[src/rtl/fetch_pkg.sv]
// Shared types and constants for the instruction fetch stage.
package fetch_pkg;

    localparam int unsigned FETCH_XLEN = 32;
    localparam int unsigned INST_W     = 32;

    localparam logic [INST_W-1:0]     NOP_INST         = 32'h0000_0013;
    localparam logic [FETCH_XLEN-1:0] DEFAULT_RESET_PC = 32'h0000_0000;

    typedef enum logic [1:0] {
        IDLE  = 2'd0,
        RUN   = 2'd1,
        FLUSH = 2'd2
    } fetch_state_e;

    typedef struct packed {
        logic [INST_W-1:0]     inst;
        logic [FETCH_XLEN-1:0] pc;
    } fetch_entry_t;

endpackage

[src/rtl/fetch_fifo.sv]
// Small synchronous FIFO of fetch entries with flush; head is read straight from storage.
module fetch_fifo
    import fetch_pkg::*;
#(
    parameter int unsigned DEPTH = 2
) (
    input  logic                       clk,
    input  logic                       rst,
    input  logic                       push_i,
    input  logic                       pop_i,
    input  logic                       flush_i,
    input  fetch_entry_t               wdata_i,
    output fetch_entry_t               rdata_o,
    output logic [$clog2(DEPTH+1)-1:0] count_o,
    output logic                       full_o,
    output logic                       empty_o
);

    localparam int unsigned AW = (DEPTH > 1) ? $clog2(DEPTH) : 1;
    localparam int unsigned CW = $clog2(DEPTH + 1);

    fetch_entry_t  mem_q [DEPTH];
    logic [AW-1:0] rd_ptr_q;
    logic [AW-1:0] wr_ptr_q;
    logic [CW-1:0] count_q;
    logic          do_push;
    logic          do_pop;

    function automatic logic [AW-1:0] ptr_inc(input logic [AW-1:0] p);
        return (p == AW'(DEPTH - 1)) ? '0 : p + AW'(1);
    endfunction

    assign full_o  = (count_q == CW'(DEPTH));
    assign empty_o = (count_q == '0);
    assign do_pop  = pop_i && !empty_o;
    assign do_push = push_i && (!full_o || do_pop);
    assign rdata_o = mem_q[rd_ptr_q];
    assign count_o = count_q;

    // Pointer and occupancy tracking; flush empties the queue in one cycle.
    always_ff @(posedge clk or posedge rst) begin
        if (rst) begin
            rd_ptr_q <= '0;
            wr_ptr_q <= '0;
            count_q  <= '0;
        end else if (flush_i) begin
            rd_ptr_q <= '0;
            wr_ptr_q <= '0;
            count_q  <= '0;
        end else begin
            if (do_push) wr_ptr_q <= ptr_inc(wr_ptr_q);
            if (do_pop)  rd_ptr_q <= ptr_inc(rd_ptr_q);
            case ({do_push, do_pop})
                2'b10:   count_q <= count_q + CW'(1);
                2'b01:   count_q <= count_q - CW'(1);
                default: count_q <= count_q;
            endcase
        end
    end

    // Entry storage needs no reset; only occupied slots are ever presented.
    always_ff @(posedge clk) begin
        if (do_push && !flush_i) mem_q[wr_ptr_q] <= wdata_i;
    end

    // Writers must respect the credit scheme: never push into a full queue without a pop.
    overflow_a: assert property (@(posedge clk) disable iff (rst)
        !(push_i && full_o && !pop_i && !flush_i));

endmodule

[src/rtl/inst_fetch_unit.sv]
// Instruction fetch: owns the PC, issues credit-limited word fetches and buffers
// returned instructions for decode; redirects flush and drop stale responses.
module inst_fetch_unit
    import fetch_pkg::*;
#(
    parameter int unsigned     XLEN       = FETCH_XLEN,
    parameter logic [XLEN-1:0] RESET_PC   = XLEN'(DEFAULT_RESET_PC),
    parameter int unsigned     FIFO_DEPTH = 2
) (
    input  logic            clk,
    input  logic            rst,
    output logic            imem_req_valid,
    input  logic            imem_req_ready,
    output logic [XLEN-1:0] imem_req_addr,
    input  logic            imem_rsp_valid,
    input  logic [31:0]     imem_rsp_data,
    input  logic            redirect_valid,
    input  logic [XLEN-1:0] redirect_pc,
    output logic            dec_valid,
    input  logic            dec_ready,
    output logic [31:0]     dec_inst,
    output logic [XLEN-1:0] dec_pc
);

    localparam int unsigned CW = $clog2(FIFO_DEPTH + 1);

    fetch_state_e    state_q;
    logic [XLEN-1:0] fetch_pc_q;
    logic [XLEN-1:0] fetch_pc_d;
    logic [CW-1:0]   drop_cnt_q;
    logic [CW-1:0]   drop_cnt_d;
    logic [CW-1:0]   outstanding;
    logic [CW-1:0]   dec_count;
    logic            req_fire;
    logic            dec_push;
    logic            dec_pop;
    logic            dec_empty;
    logic            dec_full;
    logic            pcq_full;
    logic            pcq_empty;
    fetch_entry_t    pcq_wdata;
    fetch_entry_t    pcq_head;
    fetch_entry_t    dec_wdata;
    fetch_entry_t    dec_head;
    logic            status_unused;

    // Issue only while running and while in-flight plus buffered words leave room.
    assign imem_req_valid = (state_q == RUN)
                         && ((32'(outstanding) + 32'(dec_count)) < FIFO_DEPTH)
                         && !redirect_valid;
    assign imem_req_addr  = fetch_pc_q;
    assign req_fire       = imem_req_valid && imem_req_ready;

    // A response is kept only when no stale responses remain and no redirect is in progress.
    assign dec_push  = imem_rsp_valid && !redirect_valid && (drop_cnt_q == '0);
    assign dec_pop   = dec_valid && dec_ready;
    assign pcq_wdata = '{inst: NOP_INST, pc: FETCH_XLEN'(fetch_pc_q)};
    assign dec_wdata = '{inst: imem_rsp_data, pc: pcq_head.pc};

    assign dec_valid = !dec_empty;
    assign dec_inst  = dec_empty ? NOP_INST : dec_head.inst;
    assign dec_pc    = dec_empty ? '0 : XLEN'(dec_head.pc);

    assign status_unused = ^{pcq_head.inst, pcq_full, pcq_empty, dec_full};

    // Next fetch address and number of stale responses still to discard.
    always_comb begin
        fetch_pc_d = fetch_pc_q;
        drop_cnt_d = drop_cnt_q;
        if (redirect_valid) begin
            fetch_pc_d = {redirect_pc[XLEN-1:2], 2'b00};
            drop_cnt_d = outstanding - CW'(imem_rsp_valid);
        end else begin
            if (req_fire) fetch_pc_d = fetch_pc_q + XLEN'(4);
            if (imem_rsp_valid && (drop_cnt_q != '0)) drop_cnt_d = drop_cnt_q - CW'(1);
        end
    end

    // Fetch FSM with PC and drop counter.
    always_ff @(posedge clk or posedge rst) begin
        if (rst) begin
            state_q    <= IDLE;
            fetch_pc_q <= RESET_PC;
            drop_cnt_q <= '0;
        end else begin
            fetch_pc_q <= fetch_pc_d;
            drop_cnt_q <= drop_cnt_d;
            unique case (state_q)
                IDLE:    state_q <= RUN;
                RUN:     if (redirect_valid && (drop_cnt_d != '0)) state_q <= FLUSH;
                FLUSH:   if (drop_cnt_d == '0) state_q <= RUN;
                default: state_q <= IDLE;
            endcase
        end
    end

    // Addresses of accepted requests, consumed in order as responses return.
    fetch_fifo #(.DEPTH(FIFO_DEPTH)) u_pc_queue (
        .clk     (clk),
        .rst     (rst),
        .push_i  (req_fire),
        .pop_i   (imem_rsp_valid),
        .flush_i (1'b0),
        .wdata_i (pcq_wdata),
        .rdata_o (pcq_head),
        .count_o (outstanding),
        .full_o  (pcq_full),
        .empty_o (pcq_empty)
    );

    // Decode buffer; its head drives the decode interface.
    fetch_fifo #(.DEPTH(FIFO_DEPTH)) u_dec_fifo (
        .clk     (clk),
        .rst     (rst),
        .push_i  (dec_push),
        .pop_i   (dec_pop),
        .flush_i (redirect_valid),
        .wdata_i (dec_wdata),
        .rdata_o (dec_head),
        .count_o (dec_count),
        .full_o  (dec_full),
        .empty_o (dec_empty)
    );

endmodule
[config.mk]
export PLATFORM = sky130hd
export DESIGN_NAME = inst_fetch_unit
export DESIGN_NICKNAME = d
export VERILOG_FILES = /design/src/rtl/fetch_pkg.sv /design/src/rtl/fetch_fifo.sv /design/src/rtl/inst_fetch_unit.sv
export SDC_FILE = /design/constraint.sdc
export NUM_CORES = 1
export LEC_CHECK = 0
export CORE_MARGIN = 10
export CORE_UTILIZATION = 57
export CTS_CLUSTER_SIZE = 20
export DETAILED_ROUTE_END_ITERATION = 10
export PLACE_DENSITY = 0.82
export SYNTH_ARGS = -nofsm -noshare
export SYNTH_HDL_FRONTEND = slang
export SYNTH_SLANG_ARGS = --single-unit
[constraint.sdc]
create_clock -name clk -period 14.55 [get_ports clk]
set_clock_uncertainty 0.2 [all_clocks]
set_input_delay 2.1825 -clock clk [delete_from_list [all_inputs] [get_ports clk]]
set_output_delay 2.1825 -clock clk [all_outputs]
set_load 0.02 [all_outputs]
==> key figures <==
Run status
  • Status: complete, no violations

Route
  • Routed vias: 6,246
  • Total Routed Length: 22,200 um
  • ANT nets after route: 0
  • Drt pass-1 iters: 5
  • WL/cell: 20.9 um
  • DRC viols: 0
  • Initial drt markers: 479
  • Via/cell ratio: 5.88

Layout
  • Sequential cell area: 6580 um2
  • Filler instances: 1,048
  • Multi-input logic area: 2760 um2
  • Share of layout cells above drive strength 1: 9.49%
  • Layout area overhead: 26.0%
  • Nets: 902
  • Ant diodes: 0

Die
  • Core area: 16,500 um2
  • Initial Util: 57.8%
  • Die height: 149 um
  • Die ar.: 22,300 um2
  • # IOs: 168
  • DIE WIDTH: 149 um
  • Cell Rows: 47

Power
  • Clock Power Share: 28.8%
  • Static leakage: 4.04 nW
  • Sw Pwr: 0.525 mW
  • Comb pwr share: 23.4%
  • Cell Pwr Density: 150 nW/um2
  • Maximum vdd drop: 0.0000857 V
  • Pint: 1.27 mW
  • Sequential Power Share: 47.8%
  • Switching Fraction: 29.2%

Timing
  • Final Hold Vio Count: 0
  • Slew margin rel.: 20.0%
  • RSZ-0062 raised after global routing: false
  • TNS Setup: 0 ns
  • FMAX: 0.163 GHz
  • Worst hold slack: 0.319 ns
  • Final cycle utilization of the critical path: 42.1%
  • Final Slew Violations: 0
  • Setup ws final: 8.42 ns
  • Worst Max-Slew Pin Slew: 1.19 ns
  • Final setup violating endpoints: 0
  • Fin crit period: 6.13 ns

GRT
  • First-pass GRT wire length: 34,500 um
  • Vias in the first global route: 6,376
  • GRT Total Usage: 19.3%
  • Largest net degree at the start of global routing: 64
  • Initial antenna violation count: 0
  • Total grt overflow: 0

Synthesis
  • Yosys Warn Count: 0
  • Post-Syn Area per Cell: 14.3 um2
  • Ys async rst share: 18.6%
  • Post-synthesis cell count: 667
  • Top_reg_cell synth: edfxtp_1
  • Flops & latches, synth: 226
  • Synth top area share: 58.0%
  • Post-synthesis sequential area ratio: 69.0%
  • Area contributors post-synth: edfxtp_1, dfrtp_1, mux2i_1, mux2_2, nor2_1
  • Mapped Area: 9520 um2
  • Number of synthesized flops with an enable pin: 184
  • Yosys top cell by area: edfxtp_1
  • Synth cell types: 55

Clock tree
  • CTS root buf: clkbuf_16
  • Clk sinks: 226
  • TritonCTS clock tree: yes
  • Maximum clock insertion buffer count: 3
  • TritonCTS Buffers: 23
  • Number of H-tree levels: 1
  • CTS clock-pin slew for the worst setup and hold paths: 0.06 ns
  • Cts hold-fix bufs: 0
  • # Post-CTS Setup Buffers: 0
  • Worst-Skew Late Latency: 0.51 ns
  • Post_cts resized: 0

Critical path
  • CP Class: input pin to output port
  • Delay-heaviest family, CP: buffers and inverters
  • Crit. End Element: output port
  • CP peak stage delay: 0.56 ns
  • Crit path max fanout: 54
  • Required time of the critical path: 12.17 ns
  • Critical Path AT: 3.75 ns
  • CP Cell Sequence: clkdlybuf4s50_1, buf_4, nor2_1, clkdlybuf4s50_1
  • Most frequent CP cell: clkdlybuf4s50_1
  • Slowest cell on the critical path: clkdlybuf4s50_1
  • Worst Setup Start Kind: input pin
  • CP Buf/Inv Count: 3

Job
  • Max-cap viol count: 0

Placed design
  • Placer Congestion: 0.905
  • IO Port Bufs: 161
  • DP Wirelength: 14,500 um
  • Pre-CTS setup slack: 8.42 ns

Min path
  • Worst min path class: flop to flop
state kept, by name (all words and copies together), names as in the netlist:
register / cells
drop_cnt_q: 2
u_dec_fifo.count_o: 2
u_pc_queue.rd_ptr_q: 1
u_dec_fifo.wr_ptr_q: 1
u_pc_queue.wr_ptr_q: 1
state_q: 2
imem_req_addr: 30
u_dec_fifo.rd_ptr_q: 1
u_dec_fifo.mem_q: 124
u_pc_queue.count_o: 2
u_pc_queue.mem_q: 60
power by group through the flow:
stage / sequential (mW) / combinational [mW] / clock, mW
final: 0.858 / 0.420 / 0.516
after global routing: 0.866 / 0.450 / 0.551
after CTS: 0.857 / 0.422 / 0.525
after detailed placement: 0.869 / 0.419 / 0
after global placement: 0.864 / 0.404 / 0
after floorplan: 0.849 / 0.262 / 0
logic make-up after synthesis:
group,after synthesis,synth area share (%)
buffers and inverters,54,2.33
adder cells (fa/ha/maj),5,0.736
other,1,0.0394
AND/OR/NAND/NOR,212,11.3
flip-flops,226,69.0
XOR/XNOR,10,0.920
multiplexers,95,10.4
AO/OA/AOI/OAI,64,5.24
cell usage in the layout, fill, tap and decap left out, drive strengths merged, types with 3 or more instances in the layout:
| master | Yosys | layout |
|---|---|---|
| xor2 | 3 | 3 |
| clkbuf | 23 | 34 |
| a22oi | 3 | 3 |
| edfxtp | 184 | 184 |
| or4 | 8 | 8 |
| clkdlybuf4s50 | 0 | 161 |
| and3 | 8 | 8 |
| o211ai | 4 | 4 |
| nand4 | 12 | 12 |
| nor2 | 74 | 74 |
| and4 | 6 | 6 |
| nor4 | 7 | 7 |
| nand2 | 43 | 43 |
| conb | 1 | 4 |
| ha | 4 | 4 |
| dfrtp | 42 | 42 |
| inv | 17 | 18 |
| a21oi | 4 | 4 |
| nand3 | 25 | 25 |
| buf | 14 | 8 |
| a31oi | 4 | 4 |
| and2 | 10 | 10 |
| mux2i | 62 | 62 |
| o21ai | 6 | 6 |
| nor3 | 7 | 7 |
| xnor2 | 7 | 7 |
| nand2b | 3 | 3 |
| clkinv | 0 | 6 |
| o311ai | 23 | 23 |
| mux2 | 33 | 33 |
worst reg2reg max path: cells and delay by family, from the launching register on:
family / cells / cell delay (ns)
AND/OR/NAND/NOR: 4 / 1.62
adder cells (fa/ha/maj): 1 / 0.50
flip-flops: 1 / 0.47
buffers and inverters: 1 / 0.41
AO/OA/AOI/OAI: 1 / 0.39
synthesized netlist by cell type (10+ instances only):
master	number
mux2_2	33
mux2i_1	62
dfrtp_1	42
nand4_1	11
clkbuf_1	23
nand3_1	25
nand2_1	42
edfxtp_1	184
nor2_1	73
inv_1	17
o311ai_0	23
and2_1	10
final timing paths:
check,from,endpoint,slack [ns],cells past startpoint
worst max-delay path,redirect_valid,imem_req_valid,8.42,4
worst min-delay path,u_pc_queue.wr_ptr_q,u_pc_queue.wr_ptr_q,0.32,1
worst min register to register,u_pc_queue.wr_ptr_q,u_pc_queue.wr_ptr_q,0.32,1
worst max register to register,u_dec_fifo.count_o[0],u_pc_queue.mem_q[1][19],10.58,7
min in group asynchronous,rst,imem_req_addr[10],1.93,3
max in group asynchronous,rst,u_dec_fifo.rd_ptr_q,11.78,3
per-stage QoR:
stage	cell area, um2	power [mW]	util (%)	std cells
2_1_floorplan	9540	1.11	-	670
3_3_place_gp	11300	1.27	68.9	1022
3_5_place_dp	11300	1.29	68.9	1022
4_1_cts	12000	1.80	72.9	1063
5_1_grt	12000	1.87	72.9	1063
6_report	12000	1.80	72.9	1063
cell type report:
cell class                 count  share of cell area (%)
inverter                      17                   0.532
tap                          220                    2.29
multi-input combinational    390                    23.0
timing repair buffer         169                    13.9
clock buffer                  34                    5.14
clock inverter                 7                   0.313
sequential                   226                    54.8
per-layer routing:
| layer | GRT usage (%) | vias up | routed length, um |
|---|---|---|---|
| met5 | 0 | - | 0 |
| met4 | 5.35 | 0 | 411 |
| met3 | 4.22 | 38 | 1780 |
| met2 | 32.6 | 269 | 10800 |
| met1 | 24.6 | 3071 | 9200 |
| li1 | - | 2868 | - |
Note: power is estimated with default switching activity, not from simulation.
